## config.mk

```make
export PLATFORM = sky130hd
export DESIGN_NAME = sfp_div
export DESIGN_NICKNAME = d
export VERILOG_FILES = /design/src/rtl/sfp_pkg.sv /design/src/rtl/sfp_div_core.sv /design/src/rtl/sfp_div.sv
export SDC_FILE = /design/constraint.sdc
export NUM_CORES = 1
export LEC_CHECK = 0
export BUFFER_PORTS_ARGS = -buffer_cell sky130_fd_sc_hd__buf_2
export CORE_MARGIN = 5
export CORE_UTILIZATION = 48
export CTS_BUF_LIST = sky130_fd_sc_hd__clkbuf_4
export DETAILED_ROUTE_END_ITERATION = 8
export GPL_TIMING_DRIVEN = 0
export PLACE_DENSITY_LB_ADDON = 0.08
export RECOVER_POWER = 25
export SYNTH_ARGS = -nofsm -noshare
export SYNTH_HDL_FRONTEND = slang
export SYNTH_HIERARCHICAL = 1
export SYNTH_SLANG_ARGS = --single-unit
```

## constraint.sdc

```tcl
create_clock -name i_clk -period 2.8 [get_ports i_clk]
set_input_delay 0.56 -clock i_clk [delete_from_list [all_inputs] [get_ports i_clk]]
set_output_delay 0.56 -clock i_clk [all_outputs]
set_load 0.01 [all_outputs]
```

## src/rtl/sfp_pkg.sv

```systemverilog
// Shared definitions for the sfp arithmetic blocks (sfp_mult, sfp_div):
// self-format field layout, FSM state encoding and special-operand classes.
package sfp_pkg;

  localparam int SFP_W   = 26;
  localparam int EXP_W   = 8;
  localparam int MAN_W   = 17;
  localparam int BIAS    = 127;
  localparam int EXP_MAX = 255;

  // Field slices of a self-format word: [SIGN_BIT] [EXP_HI:EXP_LO] [MAN_HI:MAN_LO]
  localparam int SIGN_BIT = SFP_W - 1;
  localparam int EXP_HI   = SFP_W - 2;
  localparam int EXP_LO   = MAN_W;
  localparam int MAN_HI   = MAN_W - 1;
  localparam int MAN_LO   = 0;

  typedef enum logic [1:0] {
    IDLE,
    CALC,
    NORM
  } sfp_state_e;

  typedef enum logic [1:0] {
    SPEC_NONE,
    SPEC_ZERO,
    SPEC_INF,
    SPEC_DZ
  } sfp_spec_e;

endpackage

```

## src/rtl/sfp_div_core.sv

```systemverilog
// Iterative restoring mantissa divider: one quotient bit per cycle, QW steps,
// producing floor(ma * 2^(QW-1) / mb) and a non-zero-remainder flag.
module sfp_div_core #(
  parameter int MW = 18,
  parameter int QW = 20
) (
  input  logic          clk,
  input  logic          rst_n,
  input  logic          start,
  input  logic [MW-1:0] ma,
  input  logic [MW-1:0] mb,
  output logic [QW-1:0] q,
  output logic          rem_nz,
  output logic          done
);

  localparam int CW = $clog2(QW);

  logic [MW:0]   rem_q, rem_d, rem_sub;
  logic [MW-1:0] div_q, div_d;
  logic [QW-1:0] q_q, q_d;
  logic [CW-1:0] cnt_q, cnt_d;
  logic          run_q, run_d;
  logic          ge;

  always_comb begin
    ge      = rem_q >= {1'b0, div_q};
    rem_sub = rem_q - {1'b0, div_q};
    rem_d   = rem_q;
    div_d   = div_q;
    q_d     = q_q;
    cnt_d   = cnt_q;
    run_d   = run_q;
    if (start) begin
      rem_d = {1'b0, ma};
      div_d = mb;
      q_d   = '0;
      cnt_d = '0;
      run_d = 1'b1;
    end else if (run_q) begin
      // remainder stays below the divisor, so the shift never loses a bit
      rem_d = (ge ? rem_sub : rem_q) << 1;
      q_d   = {q_q[QW-2:0], ge};
      cnt_d = cnt_q + 1'b1;
      if (cnt_q == CW'(QW - 1)) begin
        run_d = 1'b0;
      end
    end
  end

  always_ff @(posedge clk or negedge rst_n) begin
    if (!rst_n) begin
      rem_q <= '0;
      div_q <= '0;
      q_q   <= '0;
      cnt_q <= '0;
      run_q <= 1'b0;
    end else begin
      rem_q <= rem_d;
      div_q <= div_d;
      q_q   <= q_d;
      cnt_q <= cnt_d;
      run_q <= run_d;
    end
  end

  // done marks the final step: q and rem_nz are complete after this edge
  assign done   = run_q && (cnt_q == CW'(QW - 1));
  assign q      = q_q;
  assign rem_nz = |rem_q;

endmodule

```

## src/rtl/sfp_div.sv

```systemverilog
// Self-format floating-point divider, 22-cycle fixed latency with busy flag.
// Define SFP_DIV_ROUND_EN for round-to-nearest-even; default build truncates.
module sfp_div #(
  parameter int EXP_W = 8,
  parameter int MAN_W = 17
) (
  input  logic                 i_clk,
  input  logic                 i_rst,
  input  logic                 i_req,
  input  logic [EXP_W+MAN_W:0] i_da,
  input  logic [EXP_W+MAN_W:0] i_db,
  output logic                 o_vld,
  output logic [EXP_W+MAN_W:0] o_do,
  output logic                 o_dz,
  output logic                 o_busy
);

  import sfp_pkg::*;

  localparam int SW = EXP_W + MAN_W + 1;
  localparam int MW = MAN_W + 1;
  localparam int QW = MAN_W + 3;
  localparam int EW = EXP_W + 2;
  localparam logic signed [EW-1:0] BIAS_S = EW'((1 << (EXP_W - 1)) - 1);
  localparam logic signed [EW-1:0] EMAX_S = EW'((1 << EXP_W) - 1);

  sfp_state_e            state_q, state_d;
  sfp_spec_e             spec_q, spec_d, spec_in;
  logic                  sign_q, sign_d;
  logic signed [EW-1:0]  exp_q, exp_d;
  logic                  busy_q, busy_d;
  logic                  vld_q, vld_d;
  logic                  dz_q, dz_d;
  logic [SW-1:0]         dout_q, dout_d;

  logic [EXP_W-1:0]      ea, eb;
  logic signed [EW-1:0]  ea_s, eb_s;
  logic [MW-1:0]         ma, mb;
  logic                  start;
  logic [QW-1:0]         core_q;
  logic                  core_rem_nz;
  logic                  core_done;

  logic [MAN_W-1:0]      frac_n, frac_r;
  logic                  guard, sticky;
  logic signed [EW-1:0]  exp_n, exp_r;
  logic [SW-1:0]         res;
`ifdef SFP_DIV_ROUND_EN
  logic                  inc;
  logic [MAN_W:0]        frac_sum;
`else
  logic                  unused_round;
`endif

  assign ea   = i_da[SW-2 -: EXP_W];
  assign eb   = i_db[SW-2 -: EXP_W];
  assign ea_s = {{(EW - EXP_W){1'b0}}, ea};
  assign eb_s = {{(EW - EXP_W){1'b0}}, eb};
  assign ma   = {1'b1, i_da[MAN_W-1:0]};
  assign mb   = {1'b1, i_db[MAN_W-1:0]};

  sfp_div_core #(
    .MW(MW),
    .QW(QW)
  ) u_core (
    .clk   (i_clk),
    .rst_n (i_rst),
    .start (start),
    .ma    (ma),
    .mb    (mb),
    .q     (core_q),
    .rem_nz(core_rem_nz),
    .done  (core_done)
  );

  // Divisor zero wins over everything, so 0/0 reports divide-by-zero.
  always_comb begin
    spec_in = SPEC_NONE;
    if (eb == '0) begin
      spec_in = SPEC_DZ;
    end else if (ea == '0) begin
      spec_in = SPEC_ZERO;
    end else if (ea == '1) begin
      spec_in = SPEC_INF;
    end else if (eb == '1) begin
      spec_in = SPEC_ZERO;
    end
  end

  always_comb begin
    if (core_q[QW-1]) begin
      frac_n = core_q[QW-2:2];
      guard  = core_q[1];
      sticky = core_q[0] | core_rem_nz;
      exp_n  = exp_q;
    end else begin
      frac_n = core_q[QW-3:1];
      guard  = core_q[0];
      sticky = core_rem_nz;
      exp_n  = exp_q - EW'(1);
    end
`ifdef SFP_DIV_ROUND_EN
    inc      = guard & (sticky | frac_n[0]);
    frac_sum = {1'b0, frac_n} + {{MAN_W{1'b0}}, inc};
    frac_r   = frac_sum[MAN_W-1:0];
    exp_r    = frac_sum[MAN_W] ? exp_n + EW'(1) : exp_n;
`else
    unused_round = guard ^ sticky;
    frac_r       = frac_n;
    exp_r        = exp_n;
`endif
    case (spec_q)
      SPEC_DZ, SPEC_INF: res = {sign_q, {EXP_W{1'b1}}, {MAN_W{1'b0}}};
      SPEC_ZERO:         res = {sign_q, {(EXP_W + MAN_W){1'b0}}};
      default: begin
        if (exp_r[EW-1] || exp_r == '0) begin
          res = {sign_q, {(EXP_W + MAN_W){1'b0}}};
        end else if (exp_r >= EMAX_S) begin
          res = {sign_q, {EXP_W{1'b1}}, {MAN_W{1'b0}}};
        end else begin
          res = {sign_q, exp_r[EXP_W-1:0], frac_r};
        end
      end
    endcase
  end

  always_comb begin
    state_d = state_q;
    spec_d  = spec_q;
    sign_d  = sign_q;
    exp_d   = exp_q;
    busy_d  = busy_q;
    vld_d   = 1'b0;
    dz_d    = dz_q;
    dout_d  = dout_q;
    start   = 1'b0;
    case (state_q)
      IDLE: begin
        if (i_req) begin
          state_d = CALC;
          busy_d  = 1'b1;
          start   = 1'b1;
          sign_d  = i_da[SW-1] ^ i_db[SW-1];
          exp_d   = ea_s - eb_s + BIAS_S;
          spec_d  = spec_in;
        end
      end
      CALC: begin
        if (core_done) begin
          state_d = NORM;
        end
      end
      NORM: begin
        state_d = IDLE;
        busy_d  = 1'b0;
        vld_d   = 1'b1;
        dout_d  = res;
        dz_d    = (spec_q == SPEC_DZ);
      end
      default: state_d = IDLE;
    endcase
  end

  always_ff @(posedge i_clk or negedge i_rst) begin
    if (!i_rst) begin
      state_q <= IDLE;
      spec_q  <= SPEC_NONE;
      sign_q  <= 1'b0;
      exp_q   <= '0;
      busy_q  <= 1'b0;
      vld_q   <= 1'b0;
      dz_q    <= 1'b0;
      dout_q  <= '0;
    end else begin
      state_q <= state_d;
      spec_q  <= spec_d;
      sign_q  <= sign_d;
      exp_q   <= exp_d;
      busy_q  <= busy_d;
      vld_q   <= vld_d;
      dz_q    <= dz_d;
      dout_q  <= dout_d;
    end
  end

  assign o_vld  = vld_q;
  assign o_do   = dout_q;
  assign o_dz   = dz_q;
  assign o_busy = busy_q;

endmodule
```

==> run summary <==
Worst setup SP type: flop
GRT overflow: 0
die area: 16,370 µm²
initial detailed-routing violation count: 395
GRT Total Usage: 0.2009
hold-fix buffers at CTS: 0
Routed WL per cell: 15.80 µm
Placed Area: 7345 µm²
Final setup viols: 0
post-synthesis cell area: 6678 µm²
CTS tree: built
failing checks: max-capacitance violations, max-slew violations
CP arrival: 3.15 ns
Num CTS Buffers: 9
I/O pin total: 84
via count: 5,647
critical path class: flop to flop
core box area: 13,770 µm²
met2 Usage GRT: 0.3158
Sw Pwr: 4.210 mW
fin crit period: 2.752 ns
Residual DRC: 0
Post-Syn Area per Cell: 9.223 µm²
Worst setup EP type: flop
CTS max path bufs: 2
initial antenna violation count: 0
Clk network pwr share: 0.087
Leak: 3.589 nW
switching part of the total: 0.4622
P_int: 4.899 mW
final wirelength: 16.00 mm
Worst IR Drop VDD: 0.5795 mV
Flop pwr share: 0.285
Worst Hold Launch: i_db[13]
slew margin rel.: -0.1427
Top Usage Layer GRT: met2
Critical Path Fanout Max: 10
total power: 9.109 mW
yosys warns: 6
post-route ant nets: 0
Fmax: 0.3633 GHz
Starting Density: 0.4848
clk slew on worst S/H paths: 0.18 ns
H-tree Lvls: 3
P&R area growth vs syn: 13.34%
Tcrit/Tclk final: 0.9830
CTS Sinks: 107
Row Count: 43
Worst-Skew Late Latency: 0.49 ns
global-route wire length before repair: 26.80 mm
Die W: 128.0 µm
crit path launch: u_core/rem_q[14]$_DFFE_PN0P_
Final Cell Area: 7569 µm²
met1 global-route usage: 0.2883
clock skew: 0.01708 ns
Final Hold Viols: 0
PwrDens: 1204 nW/µm²
Clk Tree Root Cell: clkbuf_4
ANT cells: 0
Hold Crit Class: input pin to flop
Slew @ Worst Pin: 1.714 ns
met3 usage: 0.02708
Detailed Place HPWL: 12.03 mm
Logic pwr share: 0.628
worst flop-to-flop path startpoint: u_core/rem_q[14]$_DFFE_PN0P_
pin count of the biggest net entering global routing: 68
die height: 128.0 µm
Slew Viols, Final: 67
share of layout cells above drive strength 1: 0.1921
GPL Wtd Cong: 0.8865
Vias/cell: 5.575
max_cap viols: 1
NumNets Final: 914
vias in the first global route: 5,413
outcome: finished with violations
length of the first detailed-routing pass in iterations: 5
RSZ-0062 raised after global routing: yes
Gate Count Post-Synth: 724
Worst EP required: 3.20 ns
I/O Buffers: 83
worst paths after layout:
path / end / slack (ns) / depth (start not counted)
max in group asynchronous: u_core/div_q[9]$_DFFE_PN0P_ / 1.28 / 1
max reg2reg: u_core/rem_q[2]$_DFFE_PN0P_ / 0.05 / 9
min reg2reg: o_dz$_DFFE_PN0P_ / 0.48 / 2
min in group asynchronous: o_do[7]$_DFFE_PN0P_ / 0.50 / 1
min: u_core/div_q[13]$_DFFE_PN0P_ / 0.26 / 3
max: u_core/rem_q[2]$_DFFE_PN0P_ / 0.05 / 9
cells in the final DEF, fill, tap and decap left out, types with 3 or more instances in the layout:
cell type / instances
buf_1: 3
nand2b_1: 10
clkbuf_1: 11
buf_6: 4
o21ai_1: 3
nand2_1: 73
and3_1: 6
nor4b_1: 3
o21ai_0: 49
nand3_1: 19
buf_2: 87
nand3b_1: 3
clkbuf_2: 7
a31oi_1: 13
mux2i_1: 46
inv_1: 40
dfrtp_1: 107
o31ai_1: 6
nor4_1: 9
a21o_1: 9
nor3_1: 10
buf_4: 8
nor3b_1: 13
ha_1: 27
o21a_1: 4
nand4_1: 10
xor2_1: 13
a221o_1: 3
o211ai_1: 7
o21ai_2: 11
xnor2_1: 22
clkbuf_4: 10
nor2_1: 66
nor2b_1: 6
a21oi_1: 48
critical path: stages (launching register included):
cell and delay [ns]:
dfrtp_1 0.44, ha_1 0.39, and3_1 0.22, buf_6 0.13, and3_1 0.19, a211oi_2 0.44, and2_1 0.24, clkbuf_4 0.24
o21ai_1 0.08, a221o_1 0.31
power groups by stage:
stage / Combinational [mW] / Clock, mW / Sequential (mW)
after CTS: 5.45 / 0.833 / 2.60
after global placement: 5.27 / 0 / 2.61
final: 5.72 / 0.792 / 2.60
after floorplan: 4.26 / 0 / 2.54
after global routing: 6.32 / 0.898 / 2.68
after detailed placement: 5.41 / 0 / 2.63
registers in the layout, summed over array words and instances (netlist names), 2 cells and up:
signal,cells
u_core/rem_q,19
spec_q,2
state_q,2
o_do,26
exp_q,10
u_core/cnt_q,5
u_core/div_q,18
u_core/q,20
through the flow:
| step | std cells | setup WS [ns] | hold WS [ns] | utilization | setup TNS, ns |
|---|---|---|---|---|---|
| floorplan | 725 | 0.2304 | 0.2644 | - | 0 |
| global placement | 988 | -0.6411 | 0.4489 | 0.5316 | -35.24 |
| detailed placement | 989 | -0.6576 | 0.4504 | 0.5332 | -29.31 |
| CTS | 1005 | 0.04510 | 0.1742 | 0.5438 | 0 |
| global route | 1013 | -0.07551 | 0.2306 | 0.5495 | -0.1243 |
| finish | 1013 | 0.04764 | 0.2599 | 0.5495 | 0 |
metal layers:
layer	routed length [µm]	part of all wire
met1	7486	0.47
met2	7420	0.46
met3	799	0.050
met4	294	0.018
met5	0	0
layout make-up:
cell class / instances / area [µm²]
fillers: 1347 / 6205
clock inverters: 7 / 68.82
clock buffers: 9 / 67.56
repair buffers: 92 / 495.5
inverters: 40 / 150.1
flip-flops and latches: 107 / 2678
multi-input cells: 543 / 3637
well taps: 180 / 225.2
plain buffers: 35 / 246.5
repair_timing:
| item | in CTS | in global routing |
|---|---|---|
| pin swaps | 0 | 5 |
| endpoints found under the setup margin | 62 | 41 |
| setup buffers | 0 | 8 |
| resized for setup | 6 | 12 |
(Power assumes the default switching activity.)
